### src/rtl/stream_credit_gate_pkg.sv
// Shared types and helpers for the stream credit gate: FSM encoding,
// counter sizing and the statistics counter width.
package stream_credit_gate_pkg;

  localparam int unsigned STAT_WIDTH = 32;

  typedef enum logic [1:0] {
    RUN   = 2'd0,
    DRAIN = 2'd1,
    DONE  = 2'd2
  } gate_state_e;

  // Bits needed to hold every count from 0 up to max_elems inclusive.
  function automatic int unsigned cnt_width(input int unsigned max_elems);
    return $clog2(max_elems + 1);
  endfunction

endpackage

### src/rtl/stream_credit_gate_skid.sv
// Two-entry skid buffer with fully registered outputs; one cycle of latency
// when empty, never drops or reorders, holds its output while stalled.
module stream_credit_gate_skid #(
  parameter int unsigned DATA_WIDTH = 8
) (
  input  logic                  clk_i,
  input  logic                  rst_ni,
  input  logic                  valid_i,
  output logic                  ready_o,
  input  logic [DATA_WIDTH-1:0] data_i,
  output logic                  valid_o,
  input  logic                  ready_i,
  output logic [DATA_WIDTH-1:0] data_o,
  output logic                  empty_o
);

  logic                  out_valid_q, out_valid_d;
  logic                  skid_valid_q, skid_valid_d;
  logic [DATA_WIDTH-1:0] out_data_q, out_data_d;
  logic [DATA_WIDTH-1:0] skid_data_q, skid_data_d;
  logic                  push;
  logic                  out_free;

  assign push     = valid_i && !skid_valid_q;
  assign out_free = !out_valid_q || ready_i;

  // Output register refills from the skid entry first so order is preserved.
  always_comb begin
    out_valid_d  = out_valid_q;
    out_data_d   = out_data_q;
    skid_valid_d = skid_valid_q;
    skid_data_d  = skid_data_q;
    if (out_free) begin
      if (skid_valid_q) begin
        out_valid_d  = 1'b1;
        out_data_d   = skid_data_q;
        skid_valid_d = 1'b0;
      end else begin
        out_valid_d = push;
        if (push) begin
          out_data_d = data_i;
        end
      end
    end else if (push) begin
      skid_valid_d = 1'b1;
      skid_data_d  = data_i;
    end
  end

  always_ff @(posedge clk_i or negedge rst_ni) begin
    if (!rst_ni) begin
      out_valid_q  <= 1'b0;
      skid_valid_q <= 1'b0;
      out_data_q   <= '0;
      skid_data_q  <= '0;
    end else begin
      out_valid_q  <= out_valid_d;
      skid_valid_q <= skid_valid_d;
      out_data_q   <= out_data_d;
      skid_data_q  <= skid_data_d;
    end
  end

  assign ready_o = !skid_valid_q;
  assign valid_o = out_valid_q;
  assign data_o  = out_data_q;
  assign empty_o = !out_valid_q && !skid_valid_q;

endmodule

### src/rtl/stream_credit_gate.sv
// AXI-Stream gate bounding the number of elements in flight downstream, with
// netted multi-release, sticky underflow flag and a drain handshake.
// Define STREAM_CREDIT_GATE_STATS_EN to build the credit-stall cycle counter.
module stream_credit_gate
  import stream_credit_gate_pkg::*;
#(
  parameter  int unsigned MAX_NUMBER_OF_ELEMENTS = 128,
  parameter  int unsigned STREAM_WIDTH           = 32,
  parameter  int unsigned KEEP_WIDTH             = 1,
  parameter  int unsigned RELEASE_WIDTH          = 2,
  localparam int unsigned CNT_WIDTH              = cnt_width(MAX_NUMBER_OF_ELEMENTS)
) (
  input  logic                     aclk,
  input  logic                     resetn,
  input  logic                     s_axis_tvalid,
  output logic                     s_axis_tready,
  input  logic                     s_axis_tlast,
  input  logic [STREAM_WIDTH-1:0]  s_axis_tdata,
  input  logic [KEEP_WIDTH-1:0]    s_axis_tkeep,
  output logic                     m_axis_tvalid,
  input  logic                     m_axis_tready,
  output logic                     m_axis_tlast,
  output logic [STREAM_WIDTH-1:0]  m_axis_tdata,
  output logic [KEEP_WIDTH-1:0]    m_axis_tkeep,
  input  logic [RELEASE_WIDTH-1:0] sigRelease,
  input  logic                     drainReq,
  output logic                     drained,
  output logic                     released,
  output logic [CNT_WIDTH-1:0]     inFlight,
  output logic                     errUnderflow,
  output logic [STAT_WIDTH-1:0]    statStallCycles
);

  localparam int unsigned SUM_WIDTH =
    (RELEASE_WIDTH > CNT_WIDTH + 1) ? RELEASE_WIDTH : CNT_WIDTH + 1;
  localparam int unsigned PAYLOAD_WIDTH = STREAM_WIDTH + KEEP_WIDTH + 1;
  localparam logic [CNT_WIDTH-1:0] MAX_CNT = CNT_WIDTH'(MAX_NUMBER_OF_ELEMENTS);

  gate_state_e              state_q, state_d;
  logic [CNT_WIDTH-1:0]     cnt_q, cnt_d;
  logic                     err_q, err_d;
  logic                     released_q, released_d;
  logic                     drained_q, drained_d;
  logic                     gate_open_q, gate_open_d;
  logic                     skid_ready;
  logic                     skid_empty;
  logic                     acc;
  logic [SUM_WIDTH-1:0]     sum;
  logic [SUM_WIDTH-1:0]     rel;
  logic [PAYLOAD_WIDTH-1:0] m_payload;

  // gate_open_q is low in reset, which keeps s_axis_tready low until the first edge.
  assign s_axis_tready = gate_open_q && skid_ready;
  assign acc           = s_axis_tvalid && s_axis_tready;

  stream_credit_gate_skid #(
    .DATA_WIDTH(PAYLOAD_WIDTH)
  ) u_skid (
    .clk_i   (aclk),
    .rst_ni  (resetn),
    .valid_i (acc),
    .ready_o (skid_ready),
    .data_i  ({s_axis_tlast, s_axis_tkeep, s_axis_tdata}),
    .valid_o (m_axis_tvalid),
    .ready_i (m_axis_tready),
    .data_o  (m_payload),
    .empty_o (skid_empty)
  );

  assign {m_axis_tlast, m_axis_tkeep, m_axis_tdata} = m_payload;

  // Accept and release are netted; an over-release clamps to zero and latches the error.
  always_comb begin
    sum   = SUM_WIDTH'(cnt_q) + SUM_WIDTH'(acc);
    rel   = SUM_WIDTH'(sigRelease);
    cnt_d = '0;
    err_d = err_q;
    if (rel > sum) begin
      err_d = 1'b1;
    end else begin
      cnt_d = CNT_WIDTH'(sum - rel);
    end
    released_d = (cnt_d == '0);
  end

  always_comb begin
    state_d = state_q;
    unique case (state_q)
      RUN: begin
        if (drainReq) begin
          state_d = DRAIN;
        end
      end
      DRAIN: begin
        if (!drainReq) begin
          state_d = RUN;
        end else if ((cnt_d == '0) && skid_empty) begin
          state_d = DONE;
        end
      end
      DONE: begin
        if (!drainReq) begin
          state_d = RUN;
        end
      end
      default: state_d = RUN;
    endcase
    drained_d   = (state_q == DONE) && (state_d == DONE);
    gate_open_d = (cnt_d < MAX_CNT) && (state_d == RUN);
  end

  always_ff @(posedge aclk or negedge resetn) begin
    if (!resetn) begin
      state_q     <= RUN;
      cnt_q       <= '0;
      err_q       <= 1'b0;
      released_q  <= 1'b1;
      drained_q   <= 1'b0;
      gate_open_q <= 1'b0;
    end else begin
      state_q     <= state_d;
      cnt_q       <= cnt_d;
      err_q       <= err_d;
      released_q  <= released_d;
      drained_q   <= drained_d;
      gate_open_q <= gate_open_d;
    end
  end

  assign inFlight     = cnt_q;
  assign released     = released_q;
  assign drained      = drained_q;
  assign errUnderflow = err_q;

`ifdef STREAM_CREDIT_GATE_STATS_EN
  logic                  stall;
  logic [STAT_WIDTH-1:0] stall_q, stall_d;

  // A credit stall: upstream offers, the buffer has room, only the count blocks.
  assign stall = s_axis_tvalid && skid_ready && (state_q == RUN) && (cnt_q == MAX_CNT);

  always_comb begin
    stall_d = stall_q;
    if (stall && (stall_q != '1)) begin
      stall_d = stall_q + STAT_WIDTH'(1);
    end
  end

  always_ff @(posedge aclk or negedge resetn) begin
    if (!resetn) begin
      stall_q <= '0;
    end else begin
      stall_q <= stall_d;
    end
  end

  assign statStallCycles = stall_q;
`else
  assign statStallCycles = '0;
`endif

endmodule

### config.mk
export PLATFORM = sky130hd
export DESIGN_NAME = stream_credit_gate
export DESIGN_NICKNAME = d
export VERILOG_FILES = /design/src/rtl/stream_credit_gate_pkg.sv /design/src/rtl/stream_credit_gate_skid.sv /design/src/rtl/stream_credit_gate.sv
export SDC_FILE = /design/constraint.sdc
export NUM_CORES = 1
export LEC_CHECK = 0
export BUFFER_PORTS_ARGS = -buffer_cell sky130_fd_sc_hd__buf_2
export CAP_MARGIN = 20
export CORE_ASPECT_RATIO = 0.7
export CORE_MARGIN = 2
export CORE_UTILIZATION = 52
export DETAILED_ROUTE_END_ITERATION = 6
export PLACE_DENSITY_LB_ADDON = 0.25
export SLEW_MARGIN = 15
export SYNTH_ARGS = -nofsm -noshare
export SYNTH_HDL_FRONTEND = slang
export SYNTH_SLANG_ARGS = --single-unit
### constraint.sdc
create_clock -name aclk -period 3.7 [get_ports aclk]
set_input_delay 1.11 -clock aclk [delete_from_list [all_inputs] [get_ports aclk]]
set_output_delay 1.11 -clock aclk [all_outputs]
set_load 0.02 [all_outputs]
==> Word-level counts from Yosys, hierarchy flattened <==
Cells that the tools add are included.
{ "word_totals": {"ff_bits": 84, "in_bits": 41, "out_inout_bits": 79} }
{ "classes": {"n_addsub": 2, "magnitude_cmp": 2, "eq_ne": 3, "n_mux": 11, "bitwise_logic": 1, "reduce_logical": 17} }
{ "ops": {"columns": ["operator", "count"], "rows": [
  ["34-bit two-way mux", 2],
  ["8-bit by 1-bit adder with 9-bit output", 1],
  ["2-bit by 9-bit > comparator with 1-bit output", 1],
  ["8-bit logical NOT", 1],
  ["8-bit < comparator (second input constant)", 1],
  ["2-bit two-way mux", 4],
  ["8-bit two-way mux", 1],
  ["8-bit by 2-bit subtractor with 8-bit output", 1],
  ["1-bit logical AND", 7],
  ["2-bit one-hot mux with 3 select lines", 1],
  ["2-bit == test (second input constant)", 2],
  ["2-bit logical NOT", 2],
  ["2-bit AND reduction", 2],
  ["2-bit nonzero test", 2],
  ["1-bit two-way mux", 3],
  ["2-bit by 1-bit == test with 1-bit output (second input constant)", 1],
  ["1-bit logical NOT", 2],
  ["1-bit logical OR", 1],
  ["1-bit inverter", 1]
]} }

==> Logic depth before layout (Yosys ltp) <==
Gate-level depths: netlist of run 1.
{ "depth": {"depth_word": 13, "mapped_depth": 15, "depth_no_buf": 13} }

==> By module <==
From an unflattened synthesis of run 1, not the netlist that was laid out.
{ "hier_totals": {"hier_cells": 333, "area_unflattened_um2": 4272.8} }
{ "by_module_without_submodules": {"columns": ["module", "n_inst", "cells_each", "area_each_um2"], "rows": [
  ["stream_credit_gate_skid", 1, 191, 3041.7],
  ["stream_credit_gate", 1, 142, 1231.2]
]} }

==> Worst setup path after synthesis of run 1 <==
No wires, ideal clock.
{ "synth_path": {"path_type": "in2reg", "startpoint": "input s_axis_tvalid", "endpoint": "register state_q[1]", "setup_time_ns": 0.118, "arrival_ns": 3.345, "setup_slack_ns": 0.237, "cell_stages": 12, "path_buffers": 1, "path_cell_list": "and2_1 -> ha_1 -> ha_1 -> inv_1 -> fa_1 -> buf_2 -> o211ai_1 -> o41ai_1 -> mux2_2 -> a32oi_2 -> nor3_4 -> a21o_1"} }
{ "synth_between": {"elab_chain_len": 9, "word_cells_on_any_way": 10} }
{ "synth_rtl": {"columns": ["item", "line", "rtl"], "rows": [
  ["start: declaration", "stream_credit_gate.sv:15", "input logic s_axis_tvalid,"],
  ["1-bit logical AND *", "stream_credit_gate.sv:54", "assign acc = s_axis_tvalid && s_axis_tready;"],
  ["8-bit by 1-bit adder with 9-bit output *", "stream_credit_gate.sv:74", "sum = SUM_WIDTH'(cnt_q) + SUM_WIDTH'(acc);"],
  ["8-bit by 2-bit subtractor with 8-bit output or 2-bit by 9-bit > comparator with 1-bit output (tied branches)", "stream_credit_gate.sv:81, stream_credit_gate.sv:78", null],
  ["8-bit two-way mux *", "stream_credit_gate.sv:78", "if (rel > sum) begin"],
  ["8-bit logical NOT *", null, null],
  ["named net released_d", "stream_credit_gate.sv:42", "logic released_q, released_d;"],
  ["1-bit logical AND *", "stream_credit_gate.sv:97", "end else if ((cnt_d == '0) && skid_empty) begin"],
  ["2-bit two-way mux *", "stream_credit_gate.sv:97", null],
  ["2-bit two-way mux *", "stream_credit_gate.sv:95", "if (!drainReq) begin"],
  ["2-bit one-hot mux with 3 select lines *", "stream_credit_gate.sv:88", "unique case (state_q)"],
  ["named net state_d[1]", "stream_credit_gate.sv:39", "gate_state_e state_q, state_d;"],
  ["end signal: assignment", "stream_credit_gate.sv:121", "state_q <= state_d;"],
  ["end: declaration", "stream_credit_gate.sv:39", null]
]} }
Mark *: on every way through the listed nets, which the timed path passes. The rest lies on a longest branch.
A chain may end at the register's enable or synchronous reset.

==> Worst setup path in the final report of run 1 <==
Ends and elaborated chain as after synthesis.

==> results, run 1 <==
- The number of enable-type register cells in the synthesized netlist is 0.
- The number of hold violations in the final report is 0.
- During placement, the flow inserted port buffers numbering 87.
- The ratio of routed vias to standard cells is 5.19.
- Adding up every negative setup slack in the final design gives 0 ns.
- The clock tree synthesis step divided the H-tree into 3 levels.
- The power density over the cells is 866 nW/um2.
- The depth of the worst register-to-register path is 12.
- The clock net in this run drives a total of 84 sinks.
- Once detail routing completed, the nets flagged for antenna violations numbered 0.
- The cell taking the most area after synthesis is sky130_fd_sc_hd__dfrtp_1.
- The post-synthesis cell area is 4230 um2.
- In the final layout, the share of cells above drive strength 1 is 0.348.
- Global routing finished with a remaining overflow of 0.
- Across every metal layer, demand over resource in global routing totals 0.212.
- The number of DRC violations after detailed-routing iteration 0 is 111.
- Routability-driven placement finished with a final weighted congestion of 0.933.
- The relative max-transition margin is 0.496.
- Setup violations remaining at the end of the flow were counted as 0.
- The count of pins over their slew limit is 0.
- The layout overhead on the synthesized area is 16.8%.
- For this run, the number of Yosys warnings is 0.
- The pre-CTS setup slack is 0.0345 ns.
- The number of antenna violations at the first check in global routing is 0.
- By area the synthesized netlist is led by sky130_fd_sc_hd__dfrtp_1 (49%), sky130_fd_sc_hd__mux2_2 (9.3%), sky130_fd_sc_hd__mux2i_1 (8.1%).
- After technology mapping, the gate count stands at 374.
- The clock passes through at most 2 buffers.
- The minimum clock period after layout is 3.34 ns.
- The maximum number of pins on one net before global-route repair is 65.
- The die footprint is 8870 um2.
- The critical-path maximum fanout is 5.
- Dividing the detail-routed wire length by the instance count gives 15.6 um.
- Clock tree synthesis selected as its root buffer the cell sky130_fd_sc_hd__clkbuf_16.
- Buffers added to address setup during post-CTS repair amount to 0.
- The worst endpoint data arrival time is 3.57 ns.
- Sorting the synthesized cells by how often they occur yields sky130_fd_sc_hd__dfrtp_1 (83), sky130_fd_sc_hd__nor2_1 (48), sky130_fd_sc_hd__a21oi_1 (39), sky130_fd_sc_hd__mux2_2 (35), sky130_fd_sc_hd__mux2i_1 (34).
- The count of state elements after synthesis is 84.
- The tightest min-delay check is of the flop to flop type.
- Based on the critical path, the design can be clocked at up to 0.299 GHz.
- The tightest hold path in the finished design has a slack of 0.486 ns.
- The type of destination of the critical path is a flop.
- Across the run, the number of max-cap violations was 0.
- The number of iterations in the first detailed-routing pass is 4.
- Buffers inserted to repair hold after CTS numbered 0.
- The transition time of the tightest slew-check pin is 0.756 ns.
- The most used flip-flop cell after synthesis is sky130_fd_sc_hd__dfrtp_1.
- By startpoint and endpoint, the worst setup path is classified as primary input to flop.
- Clock skew on the completed layout was measured at 0.00574 ns.
- The number of global-route vias before repair is 2855.
- The fraction of the core area covered by cells at the end of the flow is 0.627.
- The number of clock buffers added by TritonCTS is 9.
- The nature of the critical path startpoint is a primary input.
- For this run, design rule violations remaining after detail routing come to 0.
- The flow ran to the end, and the final reports show no timing, DRC or antenna violations.
- The cell repeated most along the worst path is sky130_fd_sc_hd__ha_1.
- After clock tree synthesis, the clock-pin slew on the worst setup and hold paths is 0.06 ns.
- The latest clock arrival within the worst-skew pair is 0.33 ns.
- The final cell count without fillers is 564.
- In the finished design, the share of the clock period the worst path needs comes to 0.904.
- The floorplan has 27 rows.
- The initial core utilization is 0.537.
- The detailed router placed 2929 vias in this run.
- In this run the mean area of a mapped cell was 11.3 um2.
- The TritonCTS clock tree is built.
- The biggest cell delay along the critical path is 0.48 ns.
- The setup slack after layout is 0.356 ns.
- The post-cts repair resize count is 0.
- The detailed-placement wirelength estimate is 6010 um.
- The final layout contains 507 nets.
- The repair_antennas step left the layout with diodes totalling 0.
- Setup repair after global routing left no endpoint under its margin.
- The slowest stage of the critical path is the sky130_fd_sc_hd__fa_1 cell.
- The first global-routing pass estimated 14500 um of wire.
- The sequential cell area fraction in the yosys report is 0.498.
- Including well taps, the total number of placed cells is 548.
- The die is 112 um wide.
- The library cell with the highest instance count after synthesis is sky130_fd_sc_hd__dfrtp_1.
- The number of different library cells used by synthesis comes to 48.
- The total wire length is 8780 um.
- The die is 79.4 um tall.
- Traced cell by cell, the critical path runs through buf_2 > and2_1 > ha_1 > ha_1 > inv_1 > fa_1 > o211ai_1 > o41ai_1 > mux2_2 > a32oi_2 > nor3_4 > a21o_1.
- The peak ir drop on the vdd network is 0.420 mV.
- For the worst setup path, the data required time is 3.92 ns.
- In this run the standard cell core region covers 7870 um2.
- The total leakage power is 2.26 nW.
- The post-synthesis async set-or-reset flop share is 1.00.
- The share of synthesized area in the top cell type comes to 0.492.
- The hold-critical path depth is 1.
- The I/O pin count is 120.
-- per-stage QoR --
step / power, W / area, um2
2_1_floorplan: 0.00289 / 4340
3_3_place_gp: 0.00334 / 4640
3_5_place_dp: 0.00341 / 4640
4_1_cts: 0.00431 / 4940
5_1_grt: 0.00457 / 4940
6_report: 0.00428 / 4940
-- cells by family (layout without fill, tap and decap cells) --
| group | count (synthesis) | in the layout | synth area share |
|---|---|---|---|
| buf+inv | 61 | 119 | 0.0891 |
| compound gates | 59 | 59 | 0.0980 |
| flops | 84 | 84 | 0.498 |
| xor+xnor | 9 | 9 | 0.0187 |
| other cells | 1 | 32 | 0.000888 |
| fa+ha+maj | 8 | 8 | 0.0255 |
| mux | 69 | 69 | 0.174 |
| simple gates | 83 | 83 | 0.0962 |
-- placed cells by master (no fill, tap or decap), drive strengths merged, types with 2 or more instances in the layout --
master	instances
nand4	3
clkbuf	10
a21oi	41
nand2	8
buf	94
conb	32
a31oi	3
nand3	6
mux2	35
inv	9
o311ai	2
clkinv	4
dfrtp	83
and2	4
a21o	2
xnor2	8
o31ai	2
ha	7
nor2	48
nand2b	2
and3	4
mux2i	34
-- routing by layer --
metal / up-vias / routed length, um / global-route usage / share of wire
met5: - / 0 / 0 / 0
li1: 1397 / - / - / -
met2: 96 / 3990 / 0.319 / 0.45
met4: 0 / 118 / 0.0765 / 0.013
met3: 12 / 641 / 0.0668 / 0.073
met1: 1424 / 4030 / 0.291 / 0.46
-- flip-flops by register name, indices dropped and copies added, names as in the netlist --
signal and flops:
inFlight 8, gate_open_q 1, u_skid.skid_data_q 34, state_q 2, errUnderflow 1, u_skid.data_o 34, u_skid.valid_o 1, released 1
drained 1, u_skid.skid_valid_q 1
-- report_power, final --
part | switching [W] | internal [W]
combinational | 0.00102 | 0.000720
sequential | 0.000305 | 0.00136
clock | 0.000354 | 0.000523
total | 0.00168 | 0.00260
-- final timing paths --
check / end / slack, ns / from
max: state_q[1]$_DFF_PN0_ / 0.36 / s_axis_tvalid
min: errUnderflow$_DFFE_PN0N_ / 0.49 / errUnderflow$_DFFE_PN0N_
max reg2reg: state_q[1]$_DFF_PN0_ / 0.70 / gate_open_q$_DFF_PN0_
min reg2reg: errUnderflow$_DFFE_PN0N_ / 0.49 / errUnderflow$_DFFE_PN0N_
max in group asynchronous: u_skid.skid_data_q[25]$_DFFE_PN0P_ / 2.26 / resetn
min in group asynchronous: u_skid.data_o[17]$_DFFE_PN0P_ / 0.84 / resetn
-- final cells by class --
class	count	area (um2)
Multi-Input combinational cell	260	1870
Clock buffer	10	229
Clock inverter	6	65.1
Tap cell	101	126
Timing Repair Buffer	94	503
Fill cell	662	2940
Inverter	9	33.8
Sequential cell	84	2100
-- worst max-delay path: cells and delay by family --
family,cells,cell delay [ns]
AND/OR/NAND/NOR,2,0.24
multiplexers,1,0.29
adder cells (fa/ha/maj),3,0.98
buffers and inverters,2,0.18
AO/OA/AOI/OAI,4,0.77
No activity file was read; power rests on OpenSTA's default activity.
==> inputs of run 2 (changes only) <==
- SYNTH_HIERARCHICAL: unset -> 1
==> results, run 2 <==
- Status: complete, no violations (unchanged).
- The number of DRC violations after detailed-routing iteration 0 came to 92 (was 111).
- The post-synthesis cell area is 4270 um2 (was 4230 um2).
- The die height was 79.8 um (was 79.4 um).
- The achievable frequency is 0.288 GHz (was 0.299 GHz).
- The peak ir drop on the vdd network is 0.494 mV (was 0.420 mV).
- The number of antenna cells inserted came to 0 (unchanged).
- The cell taking the most area after synthesis was sky130_fd_sc_hd__dfrtp_1 (unchanged).
- The ratio of routed vias to standard cells is 5.12 (was 5.19).
- The count of max-cap constraint violations is 0 (unchanged).
- The internal power of the cells came to 0.00273 W (was 0.00260 W).
- The number of iterations in the first detailed-routing pass is 4 (unchanged).
- The power density over the cells is 847 nW/um2 (was 866 nW/um2).
- The number of buffers inserted by post-CTS setup repair is 0 (unchanged).
- The number of inserted filler cells in the final layout is 616 (was 662).
- The relative max-transition margin is 0.618 (was 0.496).
- The core footprint came to 7910 um2 (was 7870 um2).
- The count of state elements after synthesis was 84 (unchanged).
- The number of hold violations in the final report is 0 (unchanged).
- The total wire length is 8360 um (was 8780 um).
- The count of hold-fix buffers inserted at cts was 0 (unchanged).
- The type of the most critical hold path is flop to flop (unchanged).
- The post-synthesis instance total is 333 (was 374).
- The number of levels the H-tree was split into was 3 (unchanged).
- The share of the synthesized area in the top cell type is 0.486 (was 0.492).
- The register cell area after layout is 2100 um2 (unchanged).
- The sequential cell area fraction in the yosys report is 0.492 (was 0.498).
- The number of placed instances, taps included was 520 (was 548).
- The final cell count without fillers came to 536 (was 564).
- The count of distinct cell types in the synthesized netlist is 46 (was 48).
- The post-synthesis async set-or-reset flop share was 1.00 (unchanged).
- The share of total power consumed by net switching is 0.362 (was 0.392).
- The leading cell type in the layout, fill and taps excluded is sky130_fd_sc_hd__mux2_2 (was sky130_fd_sc_hd__buf_2).
- The overall overflow remaining after global route came to 0 (unchanged).
- The number of buffers added on ports came to 87 (unchanged).
- The total leakage power is 2.37 nW (was 2.26 nW).
- The layout overhead on the synthesized area came to 18.1% (was 16.8%).
- The minimum clock period after layout is 3.47 ns (was 3.34 ns).
- The largest buffer count on any clock path is 2 (unchanged).
- The period utilization is 0.937 (was 0.904).
- The switching power total is 0.00155 W (was 0.00168 W).
- The maximum number of pins on one net before global-route repair came to 44 (was 65).
- The critical-path maximum fanout is 6 (was 5).
- The library cell with the highest instance count after synthesis is sky130_fd_sc_hd__mux2_2 (was sky130_fd_sc_hd__dfrtp_1).
- The clock transition at the registers of the reported paths is 0.06 ns (about the same).
- The data required time of the worst path is 3.92 ns (about the same).
- The number of global-route vias before repair is 2727 (was 2855).
- RSZ-0062 raised after global routing: false (unchanged).
- The start of the worst register-to-register path is u_skid/skid_valid_q$_DFFE_PN0P_ (was gate_open_q$_DFF_PN0_).
- The fraction of the core area covered by cells at the end of the flow was 0.638 (was 0.627).
- The transition time of the tightest slew-check pin came to 0.573 ns (was 0.756 ns).
- The post-route antenna net violation count is 0 (unchanged).
- The TritonCTS clock tree is built (unchanged).
- The x dimension of the die is 112 um (about the same).
- The initial core utilization is 0.541 (was 0.537).
- The mean instance size in the synthesized netlist is 12.8 um2 (was 11.3 um2).
- Leading cell types by total area after synthesis: sky130_fd_sc_hd__dfrtp_1 (49%), sky130_fd_sc_hd__mux2_2 (27%), sky130_fd_sc_hd__buf_4 (6.3%) (was sky130_fd_sc_hd__dfrtp_1 (49%), sky130_fd_sc_hd__mux2_2 (9.3%), sky130_fd_sc_hd__mux2i_1 (8.1%)).
- The area of combinational cells with multiple inputs was 1930 um2 (was 1870 um2).
- The clock network power share came to 0.211 (was 0.205).
- The site row count is 27 (unchanged).
- The origin of the worst min-delay path is errUnderflow$_DFFE_PN0N_ (unchanged).
- The worst endpoint data arrival time is 3.68 ns (was 3.57 ns).
- The I/O pin count is 120 (unchanged).
- Most used cells in the layout excluding fill and tap cells: sky130_fd_sc_hd__mux2_2 (102), sky130_fd_sc_hd__buf_2 (86), sky130_fd_sc_hd__dfrtp_1 (82), sky130_fd_sc_hd__conb_1 (32) (was sky130_fd_sc_hd__buf_2 (86), sky130_fd_sc_hd__dfrtp_1 (82), sky130_fd_sc_hd__nor2_1 (48), sky130_fd_sc_hd__a21oi_1 (38), sky130_fd_sc_hd__mux2_2 (35)).
- The count of pins over their slew limit is 0 (unchanged).
- The die footprint is 8970 um2 (was 8870 um2).
- The latest clock arrival within the worst-skew pair is 0.33 ns (about the same).
- The dominant register cell in the synthesized netlist is sky130_fd_sc_hd__dfrtp_1 (unchanged).
- The TritonCTS buffer count is 9 (unchanged).
- The critical path class was primary input to flop (unchanged).
- The number of antenna violations at the first check in global routing is 0 (unchanged).
- The nature of the critical path startpoint is a primary input (unchanged).
- The post-cts repair resize count was 0 (unchanged).
- The clock root buffer master is sky130_fd_sc_hd__clkbuf_16 (unchanged).
- The number of enable-type register cells in the synthesized netlist is 0 (unchanged).
- The sequential power share was 0.380 (was 0.389).
- The number of endpoints failing setup at the final stage is 0 (unchanged).
- The critical path startpoint is s_axis_tvalid (unchanged).
- The detail-routed net length per standard cell is 15.6 um (about the same).
- The worst clock skew is 0.00244 ns (was 0.00574 ns).
- The global-route usage over all layers is 0.197 (was 0.212).
- The global-route wire length before repair is 13500 um (was 14500 um).
- The detailed-placement wirelength estimate came to 6070 um (was 6010 um).
- The power share of the combinational group came to 0.409 (was 0.406).
- The count of nets after finishing is 479 (was 507).
- The type of destination of the critical path is a flop (unchanged).
- The routed via count is 2742 (was 2929).
- The placer's final routability congestion estimate was 0.832 (was 0.933).
- The total DRC errors in the routed layout is 0 (unchanged).
- The number of sinks on the clock net is 84 (unchanged).
- The warning count from the yosys run is 6 (was 0).
- The fraction of final layout cells sized beyond drive strength 1 is 0.529 (was 0.348).
- Most common library cells after synthesis: sky130_fd_sc_hd__mux2_2 (102), sky130_fd_sc_hd__dfrtp_1 (83), sky130_fd_sc_hd__buf_4 (36), sky130_fd_sc_hd__nand2_1 (15), sky130_fd_sc_hd__nor2_1 (15) (was sky130_fd_sc_hd__dfrtp_1 (83), sky130_fd_sc_hd__nor2_1 (48), sky130_fd_sc_hd__a21oi_1 (39), sky130_fd_sc_hd__mux2_2 (35), sky130_fd_sc_hd__mux2i_1 (34)).
## run 2: cell types whose count changed in the layout (fill, tap and decap cells not counted), sizes merged, moves of 4 or more
cell and change:
mux2 +67, a21oi -37, nor2 -33, mux2i -32, nand2 +7, buf +6, o21ai +4
## run 2: kinds of logic after synthesis
logic type / count (synthesis) / synth area share
XOR/XNOR: 8 / 0.0182
buffers and inverters: 53 / 0.0846
adder cells (fa/ha/maj): 8 / 0.0252
multiplexers: 104 / 0.273
AO/OA/AOI/OAI: 18 / 0.0322
AND/OR/NAND/NOR: 57 / 0.0732
flip-flops: 84 / 0.492
other: 1 / 0.000878
## run 2: final timing paths
kind	endpoint	slack, ns	cells after the start
max in group asynchronous	u_skid/skid_data_q[20]$_DFFE_PN0P_	2.21	2
max reg2reg	state_q[0]$_DFF_PN0_	0.73	13
min	errUnderflow$_DFFE_PN0N_	0.46	1
min reg2reg	errUnderflow$_DFFE_PN0N_	0.46	1
min in group asynchronous	inFlight[6]$_DFF_PN0_	0.78	1
max	state_q[0]$_DFF_PN0_	0.23	13
## run 2: critical path: stages
cell and delay [ns]:
sky130_fd_sc_hd__buf_2 0.10, sky130_fd_sc_hd__and3_1 0.18, sky130_fd_sc_hd__ha_1 0.18, sky130_fd_sc_hd__ha_1 0.30, sky130_fd_sc_hd__inv_1 0.07, sky130_fd_sc_hd__fa_1 0.48, sky130_fd_sc_hd__buf_4 0.18, sky130_fd_sc_hd__inv_1 0.04
sky130_fd_sc_hd__o32ai_1 0.09, sky130_fd_sc_hd__xnor2_1 0.29, sky130_fd_sc_hd__a31oi_1 0.15, sky130_fd_sc_hd__or2_1 0.25, sky130_fd_sc_hd__o31a_1 0.24
## run 2: per-layer routing
| layer | wire length (um) | track usage | up-vias |
|---|---|---|---|
| met2 | 3750 | 0.296 | 82 |
| met4 | 110 | 0.0695 | 0 |
| met5 | 0 | 0 | - |
| met3 | 520 | 0.0569 | 10 |
| li1 | - | - | 1289 |
| met1 | 3980 | 0.275 | 1361 |
## run 2: cell type report
class | count | share of cell area
Timing Repair Buffer | 100 | 0.109
Tap cell | 101 | 0.0250
Clock inverter | 4 | 0.00942
Clock buffer | 12 | 0.0508
Multi-Input combinational cell | 227 | 0.383
Sequential cell | 84 | 0.417
Inverter | 8 | 0.00595
## run 2: power by group through the flow
stage	Clock, W	Sequential (W)	Combinational [W]
after floorplan	0	0.00190	0.000930
after global placement	0	0.00162	0.00172
after detailed placement	0	0.00164	0.00176
after CTS	0.000931	0.00163	0.00177
after global routing	0.000971	0.00169	0.00190
final	0.000900	0.00163	0.00175
## run 2: through the flow
step                area (um2)  worst slack, ns  power (W)  hold slack (ns)  TNS (ns)
CTS                       5040            0.264    0.00433            0.465         0
global route              5040           0.0682    0.00457            0.470         0
floorplan                 4390           0.0910    0.00283            0.460         0
finish                    5040            0.232    0.00427            0.459         0
detailed placement        4740          -0.0991    0.00340            0.447    -0.182
global placement          4740          -0.0565    0.00334            0.445   -0.0791
==> inputs of run 3 (changes only) <==
- CTS_BUF_LIST: unset -> sky130_fd_sc_hd__clkbuf_16
==> results, run 3 (same netlist as run 2, synthesis figures left out) <==
- Status: complete, no violations (unchanged).
- The detailed-placement wirelength estimate is 6070 um (unchanged).
- The count of max-cap constraint violations is 0 (unchanged).
- The achievable frequency is 0.288 GHz (about the same).
- The latest clock arrival within the worst-skew pair came to 0.33 ns (about the same).
- The total wire length is 8340 um (was 8360 um).
- The number of sinks on the clock net is 84 (unchanged).
- The routed via count came to 2744 (was 2742).
- The number of buffers inserted by post-CTS setup repair came to 0 (unchanged).
- The number of antenna cells inserted is 0 (unchanged).
- The die footprint came to 8970 um2 (unchanged).
- The ratio of routed vias to standard cells was 5.12 (about the same).
- The total leakage power was 2.36 nW (was 2.37 nW).
- The number of levels the H-tree was split into is 3 (unchanged).
- The power density over the cells came to 841 nW/um2 (was 847 nW/um2).
- The finished layout cell area is 5020 um2 (was 5040 um2).
- The area of placed instances is 4740 um2 (unchanged).
- The total DRC errors in the routed layout came to 0 (unchanged).
- The number of iterations in the first detailed-routing pass was 4 (unchanged).
- The leading cell type in the layout, fill and taps excluded is sky130_fd_sc_hd__mux2_2 (unchanged).
- RSZ-0062 raised after global routing: false (unchanged).
- The site row count is 27 (unchanged).
- The type of destination of the critical path was a flop (unchanged).
- The relative max-transition margin is 0.618 (about the same).
- The peak ir drop on the vdd network came to 0.494 mV (about the same).
- The nature of the critical path startpoint is a primary input (unchanged).
- The number of antenna violations at the first check in global routing is 0 (unchanged).
- The die height is 79.8 um (unchanged).
- The number of global-route vias before repair is 2742 (was 2727).
- The post-cts repair resize count was 0 (unchanged).
- The number of buffers added on ports is 87 (unchanged).
- The count of hold-fix buffers inserted at cts was 0 (unchanged).
- The data required time of the worst path came to 3.92 ns (about the same).
- The TritonCTS clock tree is built (unchanged).
- The clock root buffer master is sky130_fd_sc_hd__clkbuf_16 (unchanged).
- The number of hold violations in the final report is 0 (unchanged).
- The count of nets after finishing was 479 (unchanged).
- The sum of internal, switching and leakage power is 0.00423 W (was 0.00427 W).
- The worst clock skew is 0.00281 ns (was 0.00244 ns).
- The number of endpoints failing setup at the final stage came to 0 (unchanged).
- The clock transition at the registers of the reported paths is 0.06 ns (about the same).
- The TritonCTS buffer count was 9 (unchanged).
- The I/O pin count was 120 (unchanged).
- Most used cells in the layout excluding fill and tap cells: sky130_fd_sc_hd__mux2_2 (102), sky130_fd_sc_hd__buf_2 (86), sky130_fd_sc_hd__dfrtp_1 (82), sky130_fd_sc_hd__conb_1 (32) (unchanged).
- The largest buffer count on any clock path came to 2 (unchanged).
- The global-route wire length before repair is 13600 um (was 13500 um).
- The period utilization is 0.938 (was 0.937).
- The initial core utilization came to 0.541 (unchanged).
- The post-route antenna net violation count is 0 (unchanged).
- The core footprint is 7910 um2 (unchanged).
- The layout overhead on the synthesized area came to 17.6% (was 18.1%).
- The critical-path maximum fanout is 6 (unchanged).
- The type of the most critical hold path was flop to flop (unchanged).
- The transition time of the tightest slew-check pin is 0.573 ns (about the same).
- The critical path class is primary input to flop (unchanged).
- The fraction of final layout cells sized beyond drive strength 1 came to 0.524 (was 0.529).
- The placer's final routability congestion estimate is 0.832 (unchanged).
- The worst endpoint data arrival time is 3.68 ns (about the same).
- The count of pins over their slew limit was 0 (unchanged).
- The overall overflow remaining after global route came to 0 (unchanged).
- The fraction of the core area covered by cells at the end of the flow is 0.636 (was 0.638).
- The minimum clock period after layout is 3.47 ns (about the same).
- The detail-routed net length per standard cell is 15.6 um (about the same).
- The number of DRC violations after detailed-routing iteration 0 was 89 (was 92).
- The maximum number of pins on one net before global-route repair came to 44 (unchanged).
- The x dimension of the die is 112 um (unchanged).
- The global-route usage over all layers is 0.198 (was 0.197).
[run 3: cell count changes in the layout (fill, tap and decap cells not counted), sizes merged]
cell    delta
clkbuf     -3
clkinv     +2
inv        +1
[run 3: cell type report]
| cell class | instances | area [um2] |
|---|---|---|
| inverters | 8 | 30.0 |
| fillers | 624 | 2880 |
| clock buffers | 9 | 225 |
| clock inverters | 7 | 58.8 |
| flip-flops and latches | 84 | 2100 |
| multi-input cells | 227 | 1930 |
| repair buffers | 100 | 548 |
| well taps | 101 | 126 |
[run 3: path summary, 6_finish.rpt]
path | start | endpoint | slack, ns | depth (start not counted)
max in group asynchronous | resetn | u_skid/skid_data_q[20]$_DFFE_PN0P_ | 2.21 | 2
worst min-delay path | errUnderflow$_DFFE_PN0N_ | errUnderflow$_DFFE_PN0N_ | 0.46 | 1
worst max-delay path | s_axis_tvalid | state_q[0]$_DFF_PN0_ | 0.23 | 13
worst max register to register | u_skid/skid_valid_q$_DFFE_PN0P_ | state_q[0]$_DFF_PN0_ | 0.73 | 13
worst min register to register | errUnderflow$_DFFE_PN0N_ | errUnderflow$_DFFE_PN0N_ | 0.46 | 1
min in group asynchronous | resetn | inFlight[6]$_DFF_PN0_ | 0.78 | 1
[run 3: stage by stage]
| step | setup slack [ns] | hold slack (ns) | cells | TNS, ns |
|---|---|---|---|---|
| floorplan | 0.0910 | 0.460 | 364 | 0 |
| global placement | -0.0565 | 0.445 | 520 | -0.0791 |
| detailed placement | -0.0991 | 0.447 | 520 | -0.182 |
| CTS | 0.264 | 0.465 | 536 | 0 |
| global route | 0.0682 | 0.470 | 536 | 0 |
| finish | 0.231 | 0.459 | 536 | 0 |
[run 3: metal layers]
layer | track usage | part of all wire | vias up | routed length [um]
met1 | 0.275 | 0.48 | 1360 | 3970
met5 | 0 | 0 | - | 0
met2 | 0.298 | 0.45 | 83 | 3750
met4 | 0.0695 | 0.015 | 0 | 122
li1 | - | - | 1290 | -
met3 | 0.0569 | 0.060 | 11 | 503
[run 3: critical path, stage by stage]
cell                      delay [ns]
sky130_fd_sc_hd__buf_2          0.10
sky130_fd_sc_hd__and3_1         0.18
sky130_fd_sc_hd__ha_1           0.18
sky130_fd_sc_hd__ha_1           0.30
sky130_fd_sc_hd__inv_1          0.07
sky130_fd_sc_hd__fa_1           0.48
sky130_fd_sc_hd__buf_4          0.18
sky130_fd_sc_hd__inv_1          0.04
sky130_fd_sc_hd__o32ai_1        0.09
sky130_fd_sc_hd__xnor2_1        0.29
sky130_fd_sc_hd__a31oi_1        0.15
sky130_fd_sc_hd__or2_1          0.25
sky130_fd_sc_hd__o31a_1         0.24
[run 3: power breakdown]
| group | switching [W] | internal, W | leakage [nW] |
|---|---|---|---|
| Sequential | 0.000262 | 0.00136 | 1.01 |
| Clock | 0.000341 | 0.000513 | 0.141 |
| Combinational | 0.000942 | 0.000806 | 1.21 |
